==> src/rtl/hcp_sampler_param.sv <==
// hcp_sampler_param: parametrised challenge-parsing sampler.
//
// Slices a digest MSB-first into FIELD_W-bit chunks and keeps each chunk whose
// value is below BOUND until NUM_OUT values are collected. When a digest runs
// out of whole chunks, the current digest is sent out for re-hashing over a
// req/valid handshake. After MAX_REHASH re-hashes the run aborts with err.
//
// Ports:
//   clk, reset         clock, synchronous active-high reset
//   start, seed        one-cycle run request (IDLE only) and initial digest
//   hash_req, hash_in  re-hash request and the message to hash
//   hash_valid, hash_out  hash core result strobe and new digest
//   busy               high while scanning or re-hashing
//   done, err          one-cycle completion pulse; err=1 means retries ran out
//   out_vec            collected values, slot 0 in the MSBs
//   rehash_cnt         re-hashes used by the last/current run

// One result slot. Captures the current chunk when the scan accepts it and
// this slot is the one being filled. nxt is the value it will hold after the
// edge, so the parent can register out_vec in the same cycle the last slot fills.
module hcp_sampler_slot #(
    parameter int FIELD_W = 5,
    parameter int IW      = 3,
    parameter int IDX     = 0
) (
    input  logic               clk,
    input  logic               reset,
    input  logic               clr,
    input  logic               acc,
    input  logic [IW-1:0]      idx,
    input  logic [FIELD_W-1:0] chunk,
    output logic [FIELD_W-1:0] nxt
);
    logic [FIELD_W-1:0] slot_q, slot_d;

    always_comb begin
        slot_d = slot_q;
        if (clr)
            slot_d = '0;
        else if (acc && idx == IW'(IDX))
            slot_d = chunk;
    end

    always_ff @(posedge clk) begin
        if (reset) slot_q <= '0;
        else       slot_q <= slot_d;
    end

    assign nxt = slot_d;
endmodule

module hcp_sampler_param #(
    parameter int HASH_W     = 256,
    parameter int FIELD_W    = 5,
    parameter int BOUND      = 16,
    parameter int NUM_OUT    = 4,
    parameter int MAX_REHASH = 15
) (
    input  logic                       clk,
    input  logic                       reset,
    input  logic                       start,
    input  logic [HASH_W-1:0]          seed,
    output logic                       hash_req,
    output logic [HASH_W-1:0]          hash_in,
    input  logic                       hash_valid,
    input  logic [HASH_W-1:0]          hash_out,
    output logic                       busy,
    output logic                       done,
    output logic                       err,
    output logic [NUM_OUT*FIELD_W-1:0] out_vec,
    output logic [7:0]                 rehash_cnt
);
    localparam int CHUNKS = HASH_W / FIELD_W;
    localparam int CW     = $clog2(CHUNKS + 1);
    localparam int IW     = $clog2(NUM_OUT + 1);
    // One extra bit so BOUND == 2^FIELD_W (accept everything) is representable.
    localparam logic [FIELD_W:0] BOUND_L = (FIELD_W + 1)'(BOUND);

    typedef enum logic [2:0] {S_IDLE, S_SCAN, S_REQ, S_WAIT, S_DONE} state_t;

    state_t                            state_q, state_d;
    logic [HASH_W-1:0]                 digest_q, digest_d;
    logic [HASH_W-1:0]                 shift_q, shift_d;
    logic [IW-1:0]                     idx_q, idx_d;
    logic [CW-1:0]                     chunk_cnt_q, chunk_cnt_d;
    logic [7:0]                        rehash_cnt_q, rehash_cnt_d;
    logic                              err_q, err_d;
    logic [NUM_OUT-1:0][FIELD_W-1:0]   out_vec_q, out_vec_d;
    logic [NUM_OUT-1:0][FIELD_W-1:0]   slot_nx;

    logic [FIELD_W-1:0] chunk;
    logic               accept, scan_acc, slot_clr, last_slot;

    assign chunk     = shift_q[HASH_W-1 -: FIELD_W];
    assign accept    = {1'b0, chunk} < BOUND_L;
    assign scan_acc  = (state_q == S_SCAN) && accept;
    assign slot_clr  = (state_q == S_IDLE) && start;
    assign last_slot = accept && (idx_q == IW'(NUM_OUT - 1));

    for (genvar g = 0; g < NUM_OUT; g++) begin : g_slot
        hcp_sampler_slot #(.FIELD_W(FIELD_W), .IW(IW), .IDX(g)) u_slot (
            .clk   (clk),
            .reset (reset),
            .clr   (slot_clr),
            .acc   (scan_acc),
            .idx   (idx_q),
            .chunk (chunk),
            .nxt   (slot_nx[g])
        );
    end

    always_comb begin
        state_d      = state_q;
        digest_d     = digest_q;
        shift_d      = shift_q;
        idx_d        = idx_q;
        chunk_cnt_d  = chunk_cnt_q;
        rehash_cnt_d = rehash_cnt_q;
        err_d        = err_q;
        out_vec_d    = out_vec_q;
        hash_req     = 1'b0;
        case (state_q)
            S_IDLE: begin
                if (start) begin
                    digest_d     = seed;
                    shift_d      = seed;
                    idx_d        = '0;
                    chunk_cnt_d  = '0;
                    rehash_cnt_d = '0;
                    err_d        = 1'b0;
                    out_vec_d    = '0;
                    state_d      = S_SCAN;
                end
            end
            S_SCAN: begin
                shift_d     = shift_q << FIELD_W;
                chunk_cnt_d = chunk_cnt_q + CW'(1);
                if (accept)
                    idx_d = idx_q + IW'(1);
                // Filling the last slot wins over running out of chunks.
                if (last_slot) begin
                    for (int i = 0; i < NUM_OUT; i++)
                        out_vec_d[NUM_OUT-1-i] = slot_nx[i];
                    state_d = S_DONE;
                end else if (chunk_cnt_q == CW'(CHUNKS - 1)) begin
                    state_d = S_REQ;
                end
            end
            S_REQ: begin
                // hash_valid is deliberately not looked at here: a result
                // coinciding with the request's first cycle is not accepted.
                if (rehash_cnt_q == 8'(MAX_REHASH)) begin
                    err_d     = 1'b1;
                    out_vec_d = '0;
                    state_d   = S_DONE;
                end else begin
                    hash_req = 1'b1;
                    state_d  = S_WAIT;
                end
            end
            S_WAIT: begin
                hash_req = 1'b1;
                if (hash_valid) begin
                    digest_d     = hash_out;
                    shift_d      = hash_out;
                    rehash_cnt_d = rehash_cnt_q + 8'd1;
                    chunk_cnt_d  = '0;
                    state_d      = S_SCAN;
                end
            end
            S_DONE:  state_d = S_IDLE;
            default: state_d = S_IDLE;
        endcase
    end

    always_ff @(posedge clk) begin
        if (reset) begin
            state_q      <= S_IDLE;
            digest_q     <= '0;
            shift_q      <= '0;
            idx_q        <= '0;
            chunk_cnt_q  <= '0;
            rehash_cnt_q <= '0;
            err_q        <= 1'b0;
            out_vec_q    <= '0;
        end else begin
            state_q      <= state_d;
            digest_q     <= digest_d;
            shift_q      <= shift_d;
            idx_q        <= idx_d;
            chunk_cnt_q  <= chunk_cnt_d;
            rehash_cnt_q <= rehash_cnt_d;
            err_q        <= err_d;
            out_vec_q    <= out_vec_d;
        end
    end

    assign hash_in    = hash_req ? digest_q : '0;
    assign busy       = (state_q == S_SCAN) || (state_q == S_REQ) || (state_q == S_WAIT);
    assign done       = (state_q == S_DONE);
    assign err        = err_q;
    assign out_vec    = out_vec_q;
    assign rehash_cnt = rehash_cnt_q;
endmodule

==> config.mk <==
export PLATFORM = sky130hd
export DESIGN_NAME = hcp_sampler_param
export DESIGN_NICKNAME = d
export VERILOG_FILES = /design/src/rtl/hcp_sampler_param.sv
export SDC_FILE = /design/constraint.sdc
export NUM_CORES = 1
export LEC_CHECK = 0
export ABC_AREA = 1
export ABC_CLOCK_PERIOD_IN_PS = 5200
export BUFFER_PORTS_ARGS = -buffer_cell sky130_fd_sc_hd__clkbuf_2
export CAP_MARGIN = 25
export CORE_AREA = 2 2 317 319
export CTS_CLUSTER_DIAMETER = 200
export DETAILED_ROUTE_END_ITERATION = 12
export DIE_AREA = 0 0 319 321
export PLACE_DENSITY_LB_ADDON = 0.25
export RECOVER_POWER = 25
export SLEW_MARGIN = 40
export SYNTH_ARGS = -nofsm -noshare
export SYNTH_HDL_FRONTEND = slang
export SYNTH_SLANG_ARGS = --single-unit
==> constraint.sdc <==
create_clock -name clk -period 5.2 [get_ports clk]
set_input_delay 0.78 -clock clk [delete_from_list [all_inputs] [get_ports clk]]
set_output_delay 0.78 -clock clk [all_outputs]
set_load 0.01 [all_outputs]
==> results.toml, run 1 <==
[placed_design]
dp_cells = 6454
port_buffers = 803
finalWeightedCongestion = 0.910
place.detailed.hpwl_um = 86100

[drt]
met1Wirelength_um = 54000
drc_errors = 0
wl_met2_um = 57400
wl_um = 123000
ant_nets = 0
routed_via_density = 4.79
top_layer = "met5"
via_count = 31600
drt_iter0_drc = 2688
drt-pass1-iter-count = 5
dr_wl_met3_um = 7680
wl_per_cell_um = 18.7

[worst_setup_path]
cp_max_fo = 66
worst_setup_path_end_kind = "flip-flop"
critPathArrivalTime_ns = 4.64
critPathLaunchType = "primary input"
path_class = "in -> reg"
critPathRequiredTime_ns = 5.58

[die]
die_y_um = 321
die_w_um = 319
design.die.area_um2 = 102000
ios = 804
start_util_pct = 29.5
core_area_um2 = 99300
num_rows = 116

[timing]
drv_slew = 292
slew_headroom_pct = -134
min_period_over_period_pct = 82.0
setup_violations = 0
rsz0062_at_grt = "no"
period_needed_ns = 4.26
max_freq_mhz = 235
tns_ns = 0
hold_violations = 0
tightest_slew_ns = 3.51
skew_ns = 0.0220

[cts]
tritoncts.num_buffers = 72
cts_max_path_buffers = 3
cts_resized = 0
clk_latency_ns = 0.63
cts.sinks = 568
postCtsHoldBufs = 0
clkTransAtPathRegs_ns = 0.06
htreeDepth = 3
cts_tree = "done"
cts_root_buf = "clkbuf_16"
post-cts-setup-buffer-count = 0

[power]
leakage_nw = 19.1
peakVddDrop_v = 0.000338
powerDensity_nw_per_um2 = 530

[yosys]
ys_seq_elements = 568
synthCells = 4638
synth_top_family_by_area = "simple AND/OR/NAND/NOR gates"
syn-cell-area_um2 = 29300
synth_xor_area_share_pct = 0.0598
synth.distinct_cells = 28
yosysWarnings = 0
synth_nets = 5162
synth-adder-area-share_pct = 0.342
synth_compound_area_share_pct = 17.5
ys_seq_area_share_pct = 38.8
synth-simple-area-share_pct = 30.9
postSynthAreaPerCell_um2 = 6.32
muxShareOfSynthArea_pct = 0

[grt]
grt_pass1_vias = 29400
grt_pass1_wl_um = 182000
grtUsageTotal_pct = 23.0
antenna_found_initial = 31
grt_max_degree = 145
overflow = 0

[min_path]
hold_path_class = "reg -> reg"

[final_layout]
syn_to_final_growth_pct = 23.6
fin_cells = 6597
nFillCells = 11100
seqCellArea_um2 = 11400
final_cell_mix = "nand2_1 (1686), clkbuf_2 (772), dfxtp_1 (568)"
final_util_pct = 36.5
fin_nets = 5755
drive_gt1_share_pct = 17.5
final_common_cell = "nand2_1"
multi_input_area_um2 = 14300

[run_status]
status = "complete, but fails checks"
violations = "max-capacitance violations, max-slew violations"

[run]
maxCapViolations = 5
==> report_power, final <==
group          switching, mW  total (mW)  internal, mW
Sequential             0.702        6.59          5.89
Clock                   2.05        5.15          3.10
Combinational           5.27        7.46          2.19
==> logic make-up after synthesis <==
family	count (synthesis)
adder cells (fa/ha/maj)	8
buffers and inverters	867
AND/OR/NAND/NOR	2294
AO/OA/AOI/OAI	899
flip-flops	568
XOR/XNOR	2
==> worst paths after layout <==
kind / slack [ns] / end / depth (start not counted) / startpoint
hold reg to reg: 0.43 / g_slot[2].u_slot.slot_q[4] / 2 / g_slot[2].u_slot.slot_q[4]
hold / removal: 0.43 / g_slot[2].u_slot.slot_q[4] / 2 / g_slot[2].u_slot.slot_q[4]
setup / recovery: 0.94 / g_slot[1].u_slot.slot_q[0] / 3 / reset
setup reg to reg: 1.01 / digest_q[207] / 7 / state_q[1]
==> metal layers <==
metal,global-route usage (%),vias up
li1,-,15600
met2,37.4,1030
met1,30.1,14800
met3,4.48,200
met4,8.20,16
met5,0,-
==> per-stage QoR <==
stage / instance area, um2 / setup WS (ns) / hold slack [ns] / total power [mW]
6_report: 36200 / 0.938 / 0.434 / 19.2
5_1_grt: 36200 / 0.599 / 0.453 / 20.5
3_5_place_dp: 33900 / 1.77 / 0.429 / 14.2
2_1_floorplan: 29300 / 2.77 / 0.416 / 11.8
4_1_cts: 36200 / 1.06 / 0.413 / 19.4
3_3_place_gp: 33800 / 1.85 / 0.429 / 14.1
==> flip-flops by register name, indices dropped and copies added, names as in the netlist <==
name / flops
out_vec: 20
g_slot.u_slot.slot_q: 15
state_q: 3
rehash_cnt: 8
idx_q: 3
err: 1
digest_q: 256
shift_q: 256
chunk_cnt_q: 6
==> critical path, stage by stage <==
cell      delay [ns]
clkbuf_2        1.05
clkbuf_1        2.56
nor2_1          0.14
==> synthesized netlist by cell type, drive strengths merged <==
library cell	n	area, um2
ha	8	100
nand2	1688	6350
nand4	10	62.6
dfxtp	568	11400
nor2	299	1130
buf	205	1150
a21oi	282	1410
nand3	293	1480
o21bai	249	1870
nor3	3	15.0
xor2	2	17.5
o21ai	367	1840
clkbuf	115	433
or2	1	6.26
a31o	1	8.76
inv	547	2050
==> area by class of cell <==
| type | count | area share [%] |
|---|---|---|
| Antenna cell | 19 | 0.131 |
| Clock buffer | 109 | 6.06 |
| Clock inverter | 14 | 0.525 |
| Inverter | 547 | 5.82 |
| Multi-Input combinational cell | 3203 | 39.5 |
| Sequential cell | 568 | 31.4 |
| Tap cell | 1298 | 4.48 |
| Timing Repair Buffer | 839 | 12.1 |
No activity file was read; power rests on OpenSTA's default activity.
==> run 2: changes to the inputs <==
- ABC_AREA: 1 -> 0
- ABC_CLOCK_PERIOD_IN_PS: 5200 -> 3500
- clock period: 5.2 -> 3.5 ns (I/O delays scaled with it)
==> run 2 against run 1 <==
The run now ends clean. Synthesized area decreased by 5.5%. Routed wire length decreased by 10%. Sequential power increased by 45%. Clock-buffer cell count decreased by 3. Worst setup slack got worse by 0.83 ns. Design area decreased by 2.3%. Die area unchanged. Synthesized cell count decreased by 28%. Via count decreased by 16%. Non-clock buffer count increased by 25. Flip-flop and latch count unchanged. Critical path depth increased by 5.
==> results.toml, run 2 <==
[grt]
grtUsageTotal_pct = 20.6
grt_max_degree = 151
antenna_found_initial = 18
grt_pass1_vias = 25300
grt_pass1_wl_um = 163000
overflow = 0

[run]
maxCapViolations = 0

[cts]
clkTransAtPathRegs_ns = 0.06
cts_root_buf = "clkbuf_16"
tritoncts.num_buffers = 70
cts_max_path_buffers = 3
cts_tree = "done"
cts.sinks = 568
clk_latency_ns = 0.62
htreeDepth = 3

[yosys]
synth_flop_cell = "dfxtp_1"
ys_async_sr_fraction_pct = 0
ys_top_cells_by_count = "nand2_1 (728), dfxtp_1 (568), and2_1 (407)"
yosysWarnings = 0
synth.distinct_cells = 50
postSynthAreaPerCell_um2 = 8.33
ys_seq_elements = 568
yosysTopAreaCell = "dfxtp_1"
syn-cell-area_um2 = 27700
ys_seq_area_share_pct = 41.1
synth.most_common_cell = "nand2_1"
synth-edff-count = 0
synth_top_area_share_pct = 41.1
synth_nets = 3847
synthCells = 3323
synth_area_leaders = "dfxtp_1 (41%), nand2_1 (9.9%), mux2i_1 (9.5%), and2_1 (9.2%), o211ai_1 (6.9%)"

[timing]
setup_violations = 0
tightest_slew_ns = 0.877
drv_slew = 0
skew_ns = 0.0210
slew_headroom_pct = 41.5
rsz0062_at_grt = "yes"
hold_violations = 0
hold_ws_ns = 0.143
min_period_over_period_pct = 96.9
max_freq_mhz = 295
period_needed_ns = 3.39

[worst_setup_path]
critPathArrivalTime_ns = 2.87
reg2reg_from = "state_q[0]"
path_class = "reg -> out"
r2r_cells = 5
rrSetupSlack_ns = 0.61
cp_max_fo = 40
crit_start = "rehash_cnt[0]"
worst_setup_path_end_kind = "output pin"
endpoint = "hash_in[205]"
critPathRequiredTime_ns = 2.97
r2r-end = "shift_q[148]"
critPathLaunchType = "flip-flop"

[die]
start_util_pct = 27.9
core_area_um2 = 99300
design.die.area_um2 = 102000
num_rows = 116
die_w_um = 319
die_y_um = 321
ios = 804

[placed_design]
place.detailed.hpwl_um = 77800
finalWeightedCongestion = 0.842
port_buffers = 803
placed_area_um2 = 32800
dp_cells = 5158

[final_layout]
syn_to_final_growth_pct = 27.8
final_cell_mix = "clkbuf_2 (787), nand2_1 (728), dfxtp_1 (565)"
fin_nets = 4461
seqCellArea_um2 = 11400
final_util_pct = 35.7
nFillCells = 10500
fin_cells = 5298
drive_gt1_share_pct = 24.9
multi_input_area_um2 = 15100
final_common_cell = "clkbuf_2"
fin_area_um2 = 35400

[drt]
drt_iter0_drc = 1669
met1Wirelength_um = 48100
drc_errors = 0
top_layer = "met5"
via_count = 26700
dr_wl_met3_um = 7130
wl_met2_um = 53100
drt-pass1-iter-count = 5
routed_via_density = 5.04
wl_um = 111000
wl_per_cell_um = 20.9
ant_nets = 0

[min_path]
hold_depth = 2
hold_path_class = "in -> reg"

[run_status]
status = "finished, final reports clean"

[power]
leakage_nw = 14.3
total_power_mw = 27.3
peakVddDrop_v = 0.000330
powerDensity_nw_per_um2 = 770
==> run 2: layout make-up <==
type / instances / area share (%)
Multi-Input combinational cell: 2424 / 42.7
Sequential cell: 568 / 32.2
Timing Repair Buffer: 864 / 13.6
Clock buffer: 106 / 5.96
Tap cell: 1298 / 4.59
Clock inverter: 19 / 0.802
Inverter: 9 / 0.0955
Antenna cell: 10 / 0.0707
==> run 2: cells by family after synthesis <==
group / Yosys count / synth area share (%)
multiplexers: 263 / 9.51
buffers and inverters: 332 / 4.80
AND/OR/NAND/NOR: 1324 / 22.2
AO/OA/AOI/OAI: 824 / 21.9
XOR/XNOR: 4 / 0.127
adder cells (fa/ha/maj): 8 / 0.361
flip-flops: 568 / 41.1
==> run 2: worst min-delay path by stage <==
| stage | from | end | slack (ns) |
|---|---|---|---|
| floorplan | shift_q[100] | shift_q[100] | 0.44 |
| global placement | shift_q[157] | shift_q[157] | 0.44 |
| detailed placement | shift_q[217] | shift_q[217] | 0.45 |
| CTS | hash_out[254] | digest_q[254] | 0.08 |
| global route | hash_out[115] | digest_q[115] | 0.10 |
| finish | hash_out[119] | digest_q[119] | 0.14 |
==> run 2: power breakdown <==
part           leakage (nW)  total [mW]  internal (mW)  switching, mW
logic                  8.46        10.1           3.90           6.20
clock network          1.17        7.62           4.61           3.01
registers              4.68        9.55           8.32           1.23
total                  14.3        27.3           16.8           10.4
==> run 2: worst max-delay path: stages, from the launching register on <==
cell      delay (ns)
dfxtp_4         0.39
ha_4            0.16
nand4b_1        0.12
or4_4           0.58
o211a_4         0.32
buf_12          0.16
buf_12          0.16
and2_1          0.19
clkbuf_2        0.12
==> run 2: repair_timing <==
action	4_1_cts	5_1_grt
endpoints found under the hold margin	0	0
endpoints found under the setup margin	189	55
cloned	1	1
setup buffers	2	1
pin swaps	0	4
resized for setup	4	24
hold buffers	0	0
==> run 2: metal layers <==
metal	vias to the layer above	GRT usage, %
met4	14	6.24
met5	-	0
li1	13100	-
met1	12600	26.0
met2	858	34.9
met3	140	4.53
==> run 2: through the flow <==
step	TNS (ns)	setup WS, ns
2_1_floorplan	0	0.951
3_3_place_gp	0	0.673
3_5_place_dp	0	0.549
4_1_cts	0	0.0646
5_1_grt	-0.000669	-0.000669
6_report	0	0.107
